[src/rtl/gray_decoder.sv]
// Gray-to-binary decoder with step classification and lock tracking; 2-cycle latency.
// No backpressure: every in_valid sample is accepted; idle cycles become output bubbles.
module gray_decoder #(
  parameter int WIDTH = 4,
  parameter int ERR_W = 8
) (
  input  logic             clk,
  input  logic             rst,
  input  logic             in_valid,
  input  logic [WIDTH-1:0] gray_in,
  output logic             out_valid,
  output logic [WIDTH-1:0] bin_out,
  output logic [1:0]       dir,
  output logic             step_err,
  output logic             locked,
  output logic [ERR_W-1:0] err_cnt
);

  typedef enum logic [1:0] {
    ST_IDLE = 2'b00,
    ST_ACQ  = 2'b01,
    ST_LOCK = 2'b10
  } state_t;

  localparam logic [1:0] DIR_HOLD = 2'b00;
  localparam logic [1:0] DIR_UP   = 2'b01;
  localparam logic [1:0] DIR_DN   = 2'b10;
  localparam logic [1:0] DIR_ILL  = 2'b11;

  logic             r_s1_vld;
  logic [WIDTH-1:0] r_s1_gray;
  logic             r_out_valid;
  logic [WIDTH-1:0] r_bin;
  logic [1:0]       r_dir;
  logic             r_step_err;
  logic [WIDTH-1:0] r_prev;
  logic [ERR_W-1:0] r_err_cnt;
  state_t           r_state;

  logic [WIDTH-1:0] w_bin;
  logic [WIDTH-1:0] w_diff;
  logic [1:0]       w_cls;
  logic [1:0]       w_dir;
  logic             w_err;
  state_t           w_state_nxt;

  // Each binary bit is the XOR of the gray bits at and above it.
  always_comb begin
    w_bin = '0;
    for (int i = 0; i < WIDTH; i++) begin
      w_bin[i] = ^(r_s1_gray >> i);
    end
  end

  // Modulo-2^WIDTH difference makes the wrap steps fall out as ordinary +1/-1.
  always_comb begin
    w_diff = w_bin - r_prev;
    if (w_diff == '0) begin
      w_cls = DIR_HOLD;
    end else if (w_diff == WIDTH'(1)) begin
      w_cls = DIR_UP;
    end else if (w_diff == '1) begin
      w_cls = DIR_DN;
    end else begin
      w_cls = DIR_ILL;
    end
  end

  always_comb begin
    w_state_nxt = r_state;
    w_dir       = DIR_HOLD;
    w_err       = 1'b0;
    if (r_s1_vld) begin
      case (r_state)
        ST_IDLE: begin
          w_state_nxt = ST_ACQ;
        end
        ST_ACQ: begin
          w_dir = w_cls;
          w_err = (w_cls == DIR_ILL);
          if (w_cls == DIR_UP || w_cls == DIR_DN) begin
            w_state_nxt = ST_LOCK;
          end
        end
        ST_LOCK: begin
          w_dir = w_cls;
          w_err = (w_cls == DIR_ILL);
          if (w_cls == DIR_ILL) begin
            w_state_nxt = ST_ACQ;
          end
        end
        default: begin
          w_state_nxt = ST_IDLE;
        end
      endcase
    end
  end

  always_ff @(posedge clk or posedge rst) begin
    if (rst) begin
      r_state <= ST_IDLE;
    end else begin
      r_state <= w_state_nxt;
    end
  end

  always_ff @(posedge clk or posedge rst) begin
    if (rst) begin
      r_s1_vld  <= 1'b0;
      r_s1_gray <= '0;
    end else begin
      r_s1_vld <= in_valid;
      if (in_valid) begin
        r_s1_gray <= gray_in;
      end
    end
  end

  // bin_out and dir keep their last value across bubbles.
  always_ff @(posedge clk or posedge rst) begin
    if (rst) begin
      r_out_valid <= 1'b0;
      r_bin       <= '0;
      r_dir       <= DIR_HOLD;
      r_step_err  <= 1'b0;
      r_prev      <= '0;
      r_err_cnt   <= '0;
    end else begin
      r_out_valid <= r_s1_vld;
      r_step_err  <= w_err;
      if (r_s1_vld) begin
        r_bin  <= w_bin;
        r_dir  <= w_dir;
        r_prev <= w_bin;
      end
      if (w_err && (r_err_cnt != '1)) begin
        r_err_cnt <= r_err_cnt + ERR_W'(1);
      end
    end
  end

  assign out_valid = r_out_valid;
  assign bin_out   = r_bin;
  assign dir       = r_dir;
  assign step_err  = r_step_err;
  assign locked    = (r_state == ST_LOCK);
  assign err_cnt   = r_err_cnt;

endmodule

[config.mk]
export PLATFORM = sky130hd
export DESIGN_NAME = gray_decoder
export DESIGN_NICKNAME = d
export VERILOG_FILES = /design/src/rtl/gray_decoder.sv
export SDC_FILE = /design/constraint.sdc
export NUM_CORES = 1
export LEC_CHECK = 0
export CAP_MARGIN = 20
export CORE_ASPECT_RATIO = 1.2
export CORE_MARGIN = 2
export CORE_UTILIZATION = 54
export DETAILED_ROUTE_END_ITERATION = 8
export PLACE_DENSITY = 0.83
export SETUP_SLACK_MARGIN = 0.1
export SKIP_LAST_GASP = 1
export SLEW_MARGIN = 30
export SYNTH_ARGS = -nofsm -noshare
export SYNTH_HDL_FRONTEND = slang
export SYNTH_SLANG_ARGS = --single-unit
[constraint.sdc]
create_clock -name clk -period 9.6 [get_ports clk]
set_input_delay 1.92 -clock clk [delete_from_list [all_inputs] [get_ports clk]]
set_output_delay 1.92 -clock clk [all_outputs]
set_load 0.03 [all_outputs]
==> out/metrics.yaml, run 1 <==
status: "finished, final reports clean"
die_w_um: 47.5
crit_arrival_ns: 3.89
power_frac_clock_pct: 10.3
cts_tree: "yes"
ys_ff_latch: 23
seq_area_frac_synth_pct: 47.0
hpwlAfterDp_mm: 1.54
post-synth-top-count-cell: "dfrtp_1"
drive_above_1_share_pct: 14.4
vias: 869
cts_resized: 0
drc_errors: 0
placedCellCount: 158
area_growth_pct: 23.7
p_int_uw: 252
power.density_nw_per_um2: 291
end_kind: "flop"
p_sw_share_pct: 42.8
timing_hold_violations_final: 0
grt_pass1_wl_mm: 3.50
portBuffers: 23
ys_types: 30
wl_per_cell_um: 12.7
grt_usage_pct: 17.7
postCtsSetupRepairBufs: 0
clock_skew_ns: 0.00542
grt_pass1_vias: 821
cts_made_buffers: 3
fin_crit_sh_pct: 38.4
required_ns: 9.81
cts_sinks: 23
cp_max_fo: 4
rows: 18
grt_max_degree: 24
setup_violations: 0
comb_power_share_pct: 55.8
instances_no_fill: 162
drv_slew: 0
clock_latency_ns: 0.31
htreeDepth: 1
place_worst_setup_slack_ns: 5.96
nNetsFinal: 150
synth_flop_cell: "dfrtp_1"
seq_area_um2: 576
die_h_um: 56.2
synthesis.nets: 123
finalSetupTns_ns: 0
max_clock_freq_mhz: 271
grt-ovfl-total: 0
ctsLongestPathBuffers: 2
syn_avg_cell_area_um2: 11.6
dieArea_um2: 2670
insertedDiodeCount: 0
ys_async_sr_fraction_pct: 100
io_pins: 24
fin_util_pct: 72.3
multiInputGateArea_um2: 608
initial_utilization_pct: 58.5
hp-class: "flop to flop"
slew_headroom_pct: 67.1
syn_area_um2: 1220
seq_power_share_pct: 33.9
rsz0062_at_grt: "false"
cts_root_buffer: "clkbuf_4"
crit_type: "flop to flop"
fp.coreArea_um2: 2090
clk_pin_slew_ns: 0.13
p_sw_uw: 188
crit_chain: "xnor2_2 -> xnor2_2 -> xnor2_1 -> ha_1 -> inv_1 -> fa_1 -> xor2_1 -> nor2_1 -> nand2_1 -> mux2_2 -> ha_1 -> and3_2 -> and3_1 -> nand3_1 -> mux2_2"
postCtsHoldBufs: 0
netlist_instances: 106
netlist_top_cells_area: "dfrtp_1 47%, ha_1 9.2%, mux2_2 6.4%"
synth_top_area_share_pct: 47.0
max_slew.worst_pin.slew_ns: 0.494
synth_common_cells: "23 x dfrtp_1, 10 x inv_1, 9 x ha_1"
finalWirelength_mm: 2.06
first_iter_violations: 18
start_kind: "flop"
n_fill_cell: 155
irDropWorstVdd_mv: 0.164
firstDrtPassIters: 5
total_leakage_power_nw: 0.687
synth_top_cell_by_area: "dfrtp_1"
postRouteAntennaNets: 0
cpPeakStageDelay_ns: 0.46
yosysWarningCount: 0
routabilityCongestion: 0.775
synth_edf_count: 0
cpMaxStageDelayCell: "dfrtp_1"
cap_violations: 0
min_period_ns: 3.69
antenna_found_initial: 0
viasPerCell: 5.36
fin_ws_ns: 5.91
critical path, delay by kind of cell, from the launching register on:
| kind | cells | cell delay (ns) |
|---|---|---|
| flops | 1 | 0.46 |
| mux | 2 | 0.60 |
| simple gates | 5 | 0.83 |
| buf+inv | 1 | 0.06 |
| xor+xnor | 4 | 0.84 |
| fa+ha+maj | 3 | 0.78 |
flip-flops by register name, summed over array words and instances (netlist names):
name / flops
r_s1_vld: 1
out_valid: 1
r_state: 2
step_err: 1
r_s1_gray: 4
r_prev: 4
dir: 2
err_cnt: 8
metrics by stage:
step           area (um2)  hold slack [ns]  total power [mW]
6_report             1520            0.508             0.440
5_1_grt              1520            0.534             0.474
4_1_cts              1520            0.512             0.444
3_5_place_dp         1490            0.491             0.397
3_3_place_gp         1490            0.488             0.387
2_1_floorplan        1220            0.440             0.322
path summary, 6_finish.rpt:
kind | start | to | slack [ns] | depth (start not counted)
setup / recovery | r_s1_gray[3]$_DFFE_PP0P_ | err_cnt[7]$_DFFE_PP0P_ | 5.91 | 15
hold / removal | err_cnt[5]$_DFFE_PP0P_ | err_cnt[5]$_DFFE_PP0P_ | 0.51 | 1
setup reg to reg | r_s1_gray[3]$_DFFE_PP0P_ | err_cnt[7]$_DFFE_PP0P_ | 5.91 | 15
hold reg to reg | err_cnt[5]$_DFFE_PP0P_ | err_cnt[5]$_DFFE_PP0P_ | 0.51 | 1
max in group asynchronous | rst | out_valid$_DFF_PP0_ | 7.35 | 2
min in group asynchronous | rst | r_s1_gray[3]$_DFFE_PP0P_ | 1.93 | 2
final cells by class:
class,count,area share [%]
timing repair buffer,23,15.2
inverter,10,2.48
multi-input combinational,72,40.1
tap,30,2.48
sequential,23,38.0
clock buffer,4,1.73
power groups by stage:
stage                     Clock [mW]  Sequential (mW)  Combinational, mW
after detailed placement           0            0.151              0.246
after CTS                     0.0465            0.150              0.248
after global placement             0            0.149              0.238
after floorplan                    0            0.187              0.135
final                         0.0453            0.149              0.246
after global routing          0.0507            0.153              0.270
cell usage in the layout (no fill, tap or decap), drive strengths merged, types with 2 or more instances in the layout:
master,synthesis,layout
a21oi,3,3
a31oi,4,4
and3,3,3
clkbuf,1,4
clkdlybuf4s50,0,23
dfrtp,23,23
ha,9,9
inv,10,10
mux2,8,8
mux2i,2,2
nand2,7,7
nand3,5,5
nand4,2,2
nor2,6,6
o21ai,2,2
xnor2,8,8
xor2,3,3
kinds of logic (layout without fill, tap and decap cells):
kind of cell,Yosys count,count (layout),share of synthesized area [%]
AO/OA/AOI/OAI,12,12,6.23
XOR/XNOR,11,11,9.70
adder cells (fa/ha/maj),10,10,10.8
buffers and inverters,11,37,3.37
flip-flops,23,23,47.0
multiplexers,10,10,9.30
AND/OR/NAND/NOR,29,29,13.6
per-layer routing:
metal  track usage (%)  wire length, um  vias up
met1              25.3              922      424
met4              5.95                6        0
met3              1.95               70        2
li1                  -                -      419
met2              27.0             1060       24
met5                 0                0        -
(Power assumes the default switching activity.)
==> run 2: changes to the inputs <==
- CORE_UTILIZATION: 54 -> 50
- PLACE_DENSITY: 0.83 -> 0.78
- clock period: 9.6 -> 3.46 ns (I/O delays scaled with it)
==> out/metrics.yaml, run 2 (synthesis gave the netlist of run 1 again) <==
status: "finished, final reports clean"  # unchanged
end_kind: "flop"  # unchanged
drc_errors: 0  # unchanged
reg2reg_slack_ns: 0.15  # was 5.91 ns
hpwlAfterDp_mm: 1.66  # was 1.54 mm
seq_area_um2: 576  # unchanged
slew_headroom_pct: 46.0  # was 67.1%
multiInputGateArea_um2: 683  # was 608 um2
vias: 899  # was 869
crit_family: "adder cells"  # was XOR/XNOR gates
htreeDepth: 1  # unchanged
rows: 19  # was 18
initial_utilization_pct: 53.1  # was 58.5%
n_fill_cell: 171  # was 155
cts_root_buffer: "clkbuf_4"  # unchanged
start_kind: "flop"  # unchanged
firstDrtPassIters: 3  # was 5
fp.coreArea_um2: 2310  # was 2090 um2
hp-start: "err_cnt[5]$_DFFE_PP0P_"  # unchanged
area_growth_pct: 36.2  # was 23.7%
grt_pass1_vias: 948  # was 821
critical_path_depth: 15  # unchanged
postRouteAntennaNets: 0  # unchanged
crit_type: "flop to flop"  # unchanged
cts_sinks: 23  # unchanged
irDropWorstVdd_mv: 0.529  # was 0.164 mV
r2r-end: "err_cnt[7]$_DFFE_PP0P_"  # unchanged
endpoint: "err_cnt[7]$_DFFE_PP0P_"  # unchanged
crit_buf_inv: 1  # unchanged
crit_arrival_ns: 3.52  # was 3.89 ns
min_period_ns: 3.31  # was 3.69 ns
portBuffers: 23  # unchanged
cap_violations: 0  # unchanged
routabilityCongestion: 0.741  # was 0.775
rsz0062_at_grt: "true"  # was false
timing_hold_violations_final: 0  # unchanged
hp-class: "flop to flop"  # unchanged
insertedDiodeCount: 0  # unchanged
p_total_mw: 1.42  # was 440 uW
regToRegStartpoint: "r_s1_gray[3]$_DFFE_PP0P_"  # unchanged
setup_violations: 0  # unchanged
cp_max_fo: 4  # unchanged
ctsLongestPathBuffers: 2  # unchanged
antenna_found_initial: 0  # unchanged
grt_max_degree: 24  # unchanged
cts_tree: "yes"  # unchanged
finalWirelength_mm: 2.38  # was 2.06 mm
cpMaxStageDelayCell: "dfrtp_1"  # unchanged
grt-ovfl-total: 0  # unchanged
clk_pin_slew_ns: 0.12  # was 0.13 ns
grt_usage_pct: 17.6  # was 17.7%
grt_pass1_wl_mm: 3.82  # was 3.50 mm
place_worst_setup_slack_ns: -0.0467  # was 5.96 ns
cts_made_buffers: 3  # unchanged
ff2ff_path_depth: 15  # unchanged
clock_skew_ns: 0.00219  # was 0.00542 ns
crit_chain: "xnor2_2 -> xnor2_2 -> xnor2_2 -> ha_2 -> inv_1 -> fa_2 -> xor2_4 -> nor2_2 -> nand2_1 -> mux2_4 -> ha_4 -> and3_4 -> and3_4 -> nand3_2 -> mux2_2"  # was xnor2_2 -> xnor2_2 -> xnor2_1 -> ha_1 -> inv_1 -> fa_1 -> xor2_1 -> nor2_1 -> nand2_1 -> mux2_2 -> ha_1 -> and3_2 -> and3_1 -> nand3_1 -> mux2_2
largest_reg_flops: 8  # unchanged
fin_crit_sh_pct: 95.5  # was 38.4%
total_leakage_power_nw: 0.749  # was 0.687 nW
nNetsFinal: 160  # was 150
dieArea_um2: 2860  # was 2670 um2
die_w_um: 49.2  # was 47.5 um
placedCellCount: 162  # was 158
max_slew.worst_pin.slew_ns: 0.805  # was 0.494 ns
max_clock_freq_mhz: 303  # was 271 MHz
fin_ws_ns: 0.154  # was 5.91 ns
first_iter_violations: 20  # was 18
cpMostUsedCell: "xnor2_2"
mostFrequentLayoutCells: "23 x dfrtp_1, 23 x clkdlybuf4s50_1, 10 x buf_4, 9 x inv_1"  # was 23 x dfrtp_1, 23 x clkdlybuf4s50_1, 9 x inv_1, 9 x ha_1
power.density_nw_per_um2: 850  # was 291 nW/um2
wl_per_cell_um: 13.8  # was 12.7 um
io_pins: 24  # unchanged
drive_above_1_share_pct: 27.5  # was 14.4%
required_ns: 3.68  # was 9.81 ns
instances_no_fill: 173  # was 162
die_h_um: 58.2  # was 56.2 um
startpoint: "r_s1_gray[3]$_DFFE_PP0P_"  # unchanged
clock_latency_ns: 0.31  # about the same
drv_slew: 0  # unchanged
cpPeakStageDelay_ns: 0.43  # was 0.46 ns
viasPerCell: 5.20  # was 5.36
==> run 2: cell types whose count changed in the layout (fill, tap and decap cells not counted), moves of 2 or more <==
cell / delta
buf_4: +10
and3_4: +2
ha_1: -2
nand3_1: -2
nand3_2: +2
==> run 2: worst min-delay path by stage <==
stage,cells after the start,to,slack [ns]
3_5_place_dp,1,err_cnt[5]$_DFFE_PP0P_,0.50
5_1_grt,1,err_cnt[5]$_DFFE_PP0P_,0.54
3_3_place_gp,1,err_cnt[5]$_DFFE_PP0P_,0.49
6_report,1,err_cnt[5]$_DFFE_PP0P_,0.51
2_1_floorplan,0,out_valid$_DFF_PP0_,0.44
4_1_cts,1,err_cnt[5]$_DFFE_PP0P_,0.52
==> run 2: metal layers <==
metal	vias to the layer above	GRT usage [%]	wire [um]
met5	-	0	0
met4	0	10.6	42
met3	5	2.06	62
met2	16	32.4	1320
met1	442	19.2	951
li1	436	-	-
==> run 2: power breakdown <==
| part | leakage [nW] | switching [mW] | internal (mW) | total [mW] |
|---|---|---|---|---|
| combinational | 0.448 | 0.442 | 0.436 | 0.878 |
| clock | 0.0177 | 0.0817 | 0.0433 | 0.125 |
| sequential | 0.283 | 0.0721 | 0.343 | 0.415 |
==> run 2: per-stage QoR <==
| step | instance area [um2] | hold slack [ns] | TNS, ns | utilization, % |
|---|---|---|---|---|
| floorplan | 1220 | 0.440 | 0 | - |
| global placement | 1510 | 0.490 | 0 | 65.6 |
| detailed placement | 1510 | 0.497 | -0.0467 | 65.6 |
| CTS | 1600 | 0.516 | 0 | 69.5 |
| global route | 1670 | 0.545 | -0.00169 | 72.3 |
| finish | 1670 | 0.515 | 0 | 72.3 |
==> run 2: worst reg2reg max path, delay by kind of cell, from the launching register on <==
| kind | cells | cell delay (ns) |
|---|---|---|
| XOR/XNOR | 4 | 0.71 |
| adder cells (fa/ha/maj) | 3 | 0.77 |
| buffers and inverters | 1 | 0.06 |
| flip-flops | 1 | 0.43 |
| multiplexers | 2 | 0.59 |
| AND/OR/NAND/NOR | 5 | 0.63 |
==> run 2: layout make-up <==
class,instances,share of cell area (%)
Multi-Input combinational cell,72,41.0
Sequential cell,23,34.5
Timing Repair Buffer,33,18.3
Tap cell,31,2.33
Inverter,10,2.25
Clock buffer,3,1.35
Clock inverter,1,0.300
==> run 2: repair_timing <==
item                                    CTS  global route
gates resized for setup                   5             9
hold buffers                              0             0
setup buffers                             5             2
pin swaps                                 5             8
endpoints found under the setup margin    1             3
